File: src/rtl/apb_slave_regbank.sv
// APB completer holding a bank of 32-bit registers, the last of which is a
// read-only count of error-free transfers. Wait states and pslverr are generated locally.
module apb_slave_regbank #(
    parameter logic [31:0] BASE_ADDR   = 32'h0000_1000,
    parameter int          NUM_REGS    = 8,
    parameter int          WAIT_STATES = 2,
    parameter bit          PRIV_REG0   = 1'b1
) (
    input  logic        s_axi_clk,
    input  logic        s_axi_areset,
    input  logic        apb_psel,
    input  logic        apb_penable,
    input  logic        apb_pwrite,
    input  logic [31:0] apb_paddr,
    input  logic [31:0] apb_pwdata,
    input  logic [3:0]  apb_pstrb,
    input  logic [2:0]  apb_pprot,
    output logic [31:0] apb_prdata,
    output logic        apb_pready,
    output logic        apb_pslverr,
    output logic [31:0] xfer_count
);

    typedef enum logic [1:0] {ST_IDLE, ST_WAIT, ST_RESP} state_t;

    localparam logic [7:0]  CNT_IDX   = 8'(NUM_REGS - 1);
    localparam logic [31:0] SPAN      = 32'(NUM_REGS * 4);
    localparam logic [3:0]  WAIT_INIT = 4'(WAIT_STATES);

    state_t                       state_q, state_d;
    logic [3:0]                   wcnt_q, wcnt_d;
    logic [7:0]                   idx_q, idx_d;
    logic                         write_q, write_d;
    logic                         err_q, err_d;
    logic [31:0]                  wdata_q, wdata_d;
    logic [3:0]                   strb_q, strb_d;
    logic [31:0]                  count_q, count_d;
    logic [31:0]                  prdata_q, prdata_d;
    logic                         pready_q, pready_d;
    logic                         pslverr_q, pslverr_d;
    logic [NUM_REGS-2:0][31:0]    regs_q, regs_d;

    logic [31:0] off;
    logic [7:0]  dec_idx;
    logic        dec_hit, dec_err;
    logic [7:0]  cur_idx;
    logic        cur_write, cur_err;
    logic [31:0] rd_word;
    logic        enter_resp;
    logic        unused_prot;

    assign unused_prot = ^apb_pprot[2:1];

    always_comb begin
        off     = apb_paddr - BASE_ADDR;
        dec_idx = off[9:2];
        dec_hit = (off < SPAN) && (apb_paddr[1:0] == 2'b00);
        dec_err = !dec_hit
                  || (apb_pwrite && dec_idx == CNT_IDX)
                  || (apb_pwrite && PRIV_REG0 && dec_idx == 8'd0 && !apb_pprot[0]);
    end

    // With zero wait states the response is built straight from the setup-phase decode.
    always_comb begin
        cur_idx   = idx_q;
        cur_write = write_q;
        cur_err   = err_q;
        if (state_q == ST_IDLE) begin
            cur_idx   = dec_idx;
            cur_write = apb_pwrite;
            cur_err   = dec_err;
        end
        rd_word = count_q;
        for (int i = 0; i < NUM_REGS - 1; i++) begin
            if (cur_idx == 8'(i)) rd_word = regs_q[i];
        end
    end

    always_comb begin
        state_d    = state_q;
        wcnt_d     = wcnt_q;
        idx_d      = idx_q;
        write_d    = write_q;
        err_d      = err_q;
        wdata_d    = wdata_q;
        strb_d     = strb_q;
        count_d    = count_q;
        regs_d     = regs_q;
        prdata_d   = '0;
        pready_d   = 1'b0;
        pslverr_d  = 1'b0;
        enter_resp = 1'b0;
        case (state_q)
            ST_IDLE: begin
                if (apb_psel && !apb_penable) begin
                    idx_d   = dec_idx;
                    write_d = apb_pwrite;
                    err_d   = dec_err;
                    wdata_d = apb_pwdata;
                    strb_d  = apb_pstrb;
                    wcnt_d  = WAIT_INIT;
                    if (WAIT_STATES == 0) enter_resp = 1'b1;
                    else                  state_d    = ST_WAIT;
                end
            end
            ST_WAIT: begin
                if (!apb_psel) begin
                    state_d = ST_IDLE;
                end else if (apb_penable) begin
                    wcnt_d = wcnt_q - 4'd1;
                    if (wcnt_q == 4'd1) enter_resp = 1'b1;
                end
            end
            ST_RESP: begin
                state_d = ST_IDLE;
                // The master samples pready at the end of this cycle; a dropped psel aborts.
                if (apb_psel && apb_penable && !err_q) begin
                    count_d = count_q + 32'd1;
                    if (write_q) begin
                        for (int i = 0; i < NUM_REGS - 1; i++) begin
                            if (idx_q == 8'(i)) begin
                                for (int b = 0; b < 4; b++) begin
                                    if (strb_q[b]) regs_d[i][8*b +: 8] = wdata_q[8*b +: 8];
                                end
                            end
                        end
                    end
                end
            end
            default: state_d = ST_IDLE;
        endcase
        if (enter_resp) begin
            state_d   = ST_RESP;
            pready_d  = 1'b1;
            pslverr_d = cur_err;
            if (!cur_write && !cur_err) prdata_d = rd_word;
        end
    end

    always_ff @(posedge s_axi_clk or posedge s_axi_areset) begin
        if (s_axi_areset) begin
            state_q   <= ST_IDLE;
            wcnt_q    <= '0;
            idx_q     <= '0;
            write_q   <= 1'b0;
            err_q     <= 1'b0;
            wdata_q   <= '0;
            strb_q    <= '0;
            count_q   <= '0;
            regs_q    <= '0;
            prdata_q  <= '0;
            pready_q  <= 1'b0;
            pslverr_q <= 1'b0;
        end else begin
            state_q   <= state_d;
            wcnt_q    <= wcnt_d;
            idx_q     <= idx_d;
            write_q   <= write_d;
            err_q     <= err_d;
            wdata_q   <= wdata_d;
            strb_q    <= strb_d;
            count_q   <= count_d;
            regs_q    <= regs_d;
            prdata_q  <= prdata_d;
            pready_q  <= pready_d;
            pslverr_q <= pslverr_d;
        end
    end

    assign apb_prdata  = prdata_q;
    assign apb_pready  = pready_q;
    assign apb_pslverr = pslverr_q;
    assign xfer_count  = count_q;

endmodule
File: config.mk
export PLATFORM = sky130hd
export DESIGN_NAME = apb_slave_regbank
export DESIGN_NICKNAME = d
export VERILOG_FILES = /design/src/rtl/apb_slave_regbank.sv
export SDC_FILE = /design/constraint.sdc
export NUM_CORES = 1
export LEC_CHECK = 0
export CAP_MARGIN = 40
export CORE_MARGIN = 3
export CORE_UTILIZATION = 60
export CTS_BUF_LIST = sky130_fd_sc_hd__clkbuf_4 sky130_fd_sc_hd__clkbuf_8
export DETAILED_ROUTE_END_ITERATION = 8
export PLACE_DENSITY = 0.85
export SLEW_MARGIN = 20
export SYNTH_ARGS = -nofsm -noshare
export SYNTH_HDL_FRONTEND = slang
export SYNTH_SLANG_ARGS = --single-unit
File: constraint.sdc
create_clock -name s_axi_clk -period 23.2 [get_ports s_axi_clk]
set_clock_uncertainty 0.1 [all_clocks]
set_input_delay 2.32 -clock s_axi_clk [delete_from_list [all_inputs] [get_ports s_axi_clk]]
set_output_delay 2.32 -clock s_axi_clk [all_outputs]
set_load 0.005 [all_outputs]
# [Yosys cells after proc, flatten, opt, wreduce, memory -nomap -nowiden]
# Index checks and enable logic that the tools add are counted.
[word_totals] ff_bits=342 out_inout_bits=66
[op_classes] muxes=26 n_addsub=3 magnitude_cmp=1 n_reduce_logical=54 eq_ne=21
[ops] cell="32-bit two-way mux" count=9
[ops] cell="5-bit AND reduction" count=28
[ops] cell="8-bit by 3-bit equality test with 1-bit output, second input constant" count=7
[ops] cell="32-bit by 1-bit adder with 32-bit output, second input constant" count=1
[ops] cell="8-bit by 2-bit equality test with 1-bit output, second input constant" count=4
[ops] cell="32-bit by 6-bit less-than comparator with 1-bit output, second input constant" count=1
[ops] cell="32-bit by 13-bit subtractor with 32-bit output, second input constant" count=1
[ops] cell="8-bit zero test" count=3
[ops] cell="8-bit by 1-bit equality test with 1-bit output, second input constant" count=2
[ops] cell="4-bit two-way mux" count=3
[ops] cell="1-bit logical AND" count=8
[ops] cell="1-bit two-way mux" count=8
[ops] cell="8-bit two-way mux" count=1
[ops] cell="4-bit case mux with 2 select lines" count=1
[ops] cell="1-bit zero test" count=6
[ops] cell="2-bit two-way mux" count=3
[ops] cell="2-bit AND reduction" count=3
[ops] cell="4-bit by 1-bit equality test with 1-bit output, second input constant" count=1
[ops] cell="2-bit zero test" count=2
[ops] cell="2-bit != test, second input constant" count=2
[ops] cell="2-bit case mux with 2 select lines" count=1
[ops] cell="4-bit AND reduction" count=1
[ops] cell="4-bit by 1-bit subtractor with 4-bit output, second input constant" count=1
[ops] cell="3-bit by 2-bit != test with 1-bit output, second input constant" count=1
[ops] cell="other kinds (6)" count=7

# [Logic depth before layout (Yosys ltp)]
[depth] depth_word=12 mapped_depth=9 depth_no_buf=6

# [Worst setup path after synthesis]
# Ideal clock, no wire load.
[synth_timing] path_type="in2reg" from="input apb_paddr[6]" to="register prdata_q[11] (netlist: apb_prdata[11])" slack_ns=18.742 stages=8 setup_ns=0.122 t_required_ns=22.978 t_arrival_ns=4.237 cell_sequence="or4_1 > o32a_4 > or3_1 > buf_2 > and3_4 > buf_6 > buf_6 > a32o_1"
[synth_between] elab_chain_len=12 word_cells_on_any_way=31 classes_between="add/sub: 1; order compare: 1; eq/ne: 7; mux: 11; reduce/logical: 11"
[synth_rtl] item="start: declaration" line="14" rtl="input logic [31:0] apb_paddr,"
[synth_rtl] item="32-bit by 13-bit subtractor with 32-bit output *" line="55" rtl="off = apb_paddr - BASE_ADDR;"
[synth_rtl] item="parallel branches: the longest is 9 deep, another holds 32-bit by 6-bit less-than comparator with 1-bit output"
[synth_rtl] item="32-bit two-way mux *" line="136" rtl="if (!cur_write && !cur_err) prdata_d = rd_word;"
[synth_rtl] item="32-bit two-way mux *" line="132" rtl="if (enter_resp) begin"
[synth_rtl] item="via prdata_d[11]" line="38" rtl="logic [31:0] prdata_q, prdata_d;"
[synth_rtl] item="end signal: assignment" line="164" rtl="prdata_q <= prdata_d;"
[synth_rtl] item="end: declaration" line="38"
# Mark *: on every way through the listed nets, which the timed path passes.
# A chain may end at the register's enable or synchronous reset.

# [Worst setup path after layout]
[layout_timing] from="input apb_psel" to="register prdata_q[30] (netlist: apb_prdata[30])"
[layout_between] elab_chain_len=3
[layout_rtl] item="start: declaration" line="11" rtl="input logic apb_psel,"
[layout_rtl] item="1-bit two-way mux" line="107" rtl="if (!apb_psel) begin"
[layout_rtl] item="1-bit two-way mux" line="93" rtl="case (state_q)"
[layout_rtl] item="32-bit two-way mux" line="132"
[layout_rtl] item="via prdata_d[30]" line="38"
# The timed path passes the listed nets, and every way through them passes these cells.

==> results.md <==
- Startpoint Class: input pin
- Post-synthesis cell area: 15000 sq um
- Initial antenna violation count: 0
- Final antenna-violating net count: 0
- Post-route minimum period: 5.02 ns
- Post-CTS Setup Inserts: 0
- Nets@finish: 1500
- Sw power: between 0.3 and 0.4 mW
- Maximum clock insertion buffer count: 3
- Total negative slack: 0 ns
- CTS root buf: clkbuf_8
- Hold WC Path Type: flip-flop to flip-flop
- Hold-fix buffers, CTS: 0
- Smallest hold slack: a little over 0.4 ns
- Share of power burned in the clock network: 0.408
- Die area: 26900 sq um
- Grt ovf: 0
- Synth area leaders: dfrtp_1 (57%), mux2_2 (17%), nand2_1 (4.5%)
- Crit path required time: 23.58 ns
- Unique masters post-synth: 57
- Period utilization: 0.216
- WP data arrival: 5.40 ns
- Synth Area per Inst: between 10 and 15 sq um
- All-Layer GR Usage: 0.289
- Post-synth EDFFs: 0
- Final number of hold-violating endpoints: 0
- Syn Nets: 1321
- DRT Wirelength: 38.1 mm
- Cell taking the most area after synthesis: dfrtp_1
- Initial core utilization: 0.613
- Worst-path fanout max: 33
- DP HPWL: around 24 mm
- TritonCTS clock tree: yes
- Power share of the combinational group: 0.071
- Outcome: finished clean
- Vias/cell: 6.19
- F_max: 0.199 GHz
- Async set-reset flop share out of synthesis: 1.00
- Antenna Cells: 0
- Crit Path Class: input pin to flip-flop
- Area growth syn-to-layout: 20.2%
- Synth cell count leaders: dfrtp_1 (342), mux2_2 (226), nand2_1 (179)
- Int Power: 0.936 mW
- Leak: approximately 8.5 nW
- Top FF cell, synth: dfrtp_1
- Wire per inst: 21.4 microns
- Vias: roughly 11000
- Maximum VDD drop: 0.0466 mV
- RSZ-0062 raised after global routing: no
- Share of layout cells above drive strength 1: 0.258
- Die Y: about 160 microns
- Share of the synthesized area in the top cell type: 0.572
- Reg power frac: 0.522
- Port buffer count: 139
- Cts bufs inserted: 55
- Rows: 57
- PostCTS Resize Cnt: 0
- PwrDens: 69.2 nW/um^2
- Synth Warn #: 0
- Fillers: approximately 1600
- Initial DRT Pass Iterations: 5
- Vias in the first global route: about 12000
- H-tree level count: 2
- GPL Wtd Cong: 0.824
- DRC: 0
- First-pass GRT wire length: roughly 60 mm
- Largest net degree at the start of global routing: 92
- Clock sink count: 342
- Gate Count Post-Synth: 1242
- Core Footprint: between 20000 and 25000 sq um
- Top-count cell post-synth: dfrtp_1
- Clock insertion delay at the later pin of the skew report: 0.58 ns
- Max Cap Viol: 0
- Slew @ Worst Pin: 0.840 ns
- Drt first-iter violations: approximately 920
- Slew Limit Headroom: 0.436
- Sw frac: 0.248
- Seq/Total Area, Yosys: 0.572
- Slew Limit Fails: 0
- CTS clk-pin slew, worst paths: 0.06 ns
- #FFs+latches synth: 342
- Die width: 164 microns
- Critical Path End Type: flip-flop
- Setup violators final: 0
- I/O Pins: 142
-- worst paths after layout --
path	cells past startpoint	from	end	slack [ns]
min in group asynchronous	2	s_axi_areset	wdata_q[13]	2.04
hold reg to reg	2	idx_q[7]	idx_q[7]	0.40
hold / removal	2	idx_q[7]	idx_q[7]	0.40
setup reg to reg	6	state_q[0]	apb_prdata[23]	19.68
max in group asynchronous	5	s_axi_areset	regs_q[157]	18.71
setup / recovery	7	apb_psel	apb_prdata[30]	18.18
-- layer usage --
| layer | routed length, microns | GRT usage | vias up | share of wire |
|---|---|---|---|---|
| met3 | 3140 | 0.0557 | 113 | 0.082 |
| met2 | 18000 | 0.467 | 519 | 0.47 |
| met1 | 15400 | 0.381 | 5520 | 0.40 |
| met4 | 1590 | 0.132 | 0 | 0.042 |
| li1 | - | - | 4858 | - |
| met5 | 0 | 0 | - | 0 |
-- layout by cell type, fill, tap and decap left out, types with 9 or more instances in the layout --
| cell | count |
|---|---|
| dfrtp_1 | 342 |
| mux2_2 | 226 |
| nand2_1 | 179 |
| clkdlybuf4s50_1 | 139 |
| clkbuf_8 | 64 |
| nor2_1 | 62 |
| o21ai_0 | 58 |
| buf_4 | 34 |
| o22ai_1 | 32 |
| o22a_1 | 25 |
| o21a_1 | 25 |
| a22o_1 | 25 |
| a32o_1 | 25 |
| clkbuf_4 | 25 |
| xnor2_1 | 23 |
| nand3_1 | 22 |
| a21oi_1 | 14 |
| nor3_1 | 13 |
| nand4_1 | 12 |
| xor2_1 | 10 |
| inv_1 | 9 |
| a211oi_1 | 9 |
-- cell type report --
cell class / count / area (sq um) / share of cell area
Sequential cell: 342 / 8560 / 0.476
Clock inverter: 2 / 10.0 / 0.000557
Tap cell: 324 / 405 / 0.0226
Clock buffer: 89 / 1070 / 0.0594
Inverter: 11 / 48.8 / 0.00271
Multi-Input combinational cell: 832 / 6120 / 0.340
Timing Repair Buffer: 179 / 1770 / 0.0983
-- logic make-up after synthesis --
group | synth area share
flip-flops | 0.572
multiplexers | 0.171
buffers and inverters | 0.0201
AO/OA/AOI/OAI | 0.111
adder cells (fa/ha/maj) | 0.00251
AND/OR/NAND/NOR | 0.104
XOR/XNOR | 0.0193
-- through the flow --
step	setup WS [ns]	instances	utilization	instance area, sq um	total power, mW
floorplan	11.30	1242	-	15000	0.698
global route	18.12	1779	0.737	18000	1.29
detailed placement	17.66	1675	0.688	16800	0.744
global placement	17.66	1664	0.682	16600	0.737
finish	18.18	1779	0.737	18000	1.24
CTS	18.21	1766	0.732	17900	1.25
-- critical path, stage by stage --
cell	delay, ns
clkdlybuf4s50_1	0.59
nand4_2	0.22
or4b_1	0.71
nor4_4	0.17
buf_4	0.49
and3_4	0.59
a32o_1	0.28
-- flip-flops by register name, summed over array words and instances, names as in the netlist --
signal and flops:
apb_prdata 32, apb_pready 1, apb_pslverr 1, err_q 1
idx_q 8, regs_q 224, state_q 2, strb_q 4
wcnt_q 4, wdata_q 32, write_q 1, xfer_count 32
-- power groups by stage --
stage	clock network, mW	registers [mW]	logic [mW]
finish	0.507	0.649	0.0878
detailed placement	0	0.657	0.0870
CTS	0.514	0.647	0.0879
global route	0.544	0.652	0.0980
floorplan	0	0.644	0.0540
global placement	0	0.656	0.0815
(Power assumes the default switching activity.)
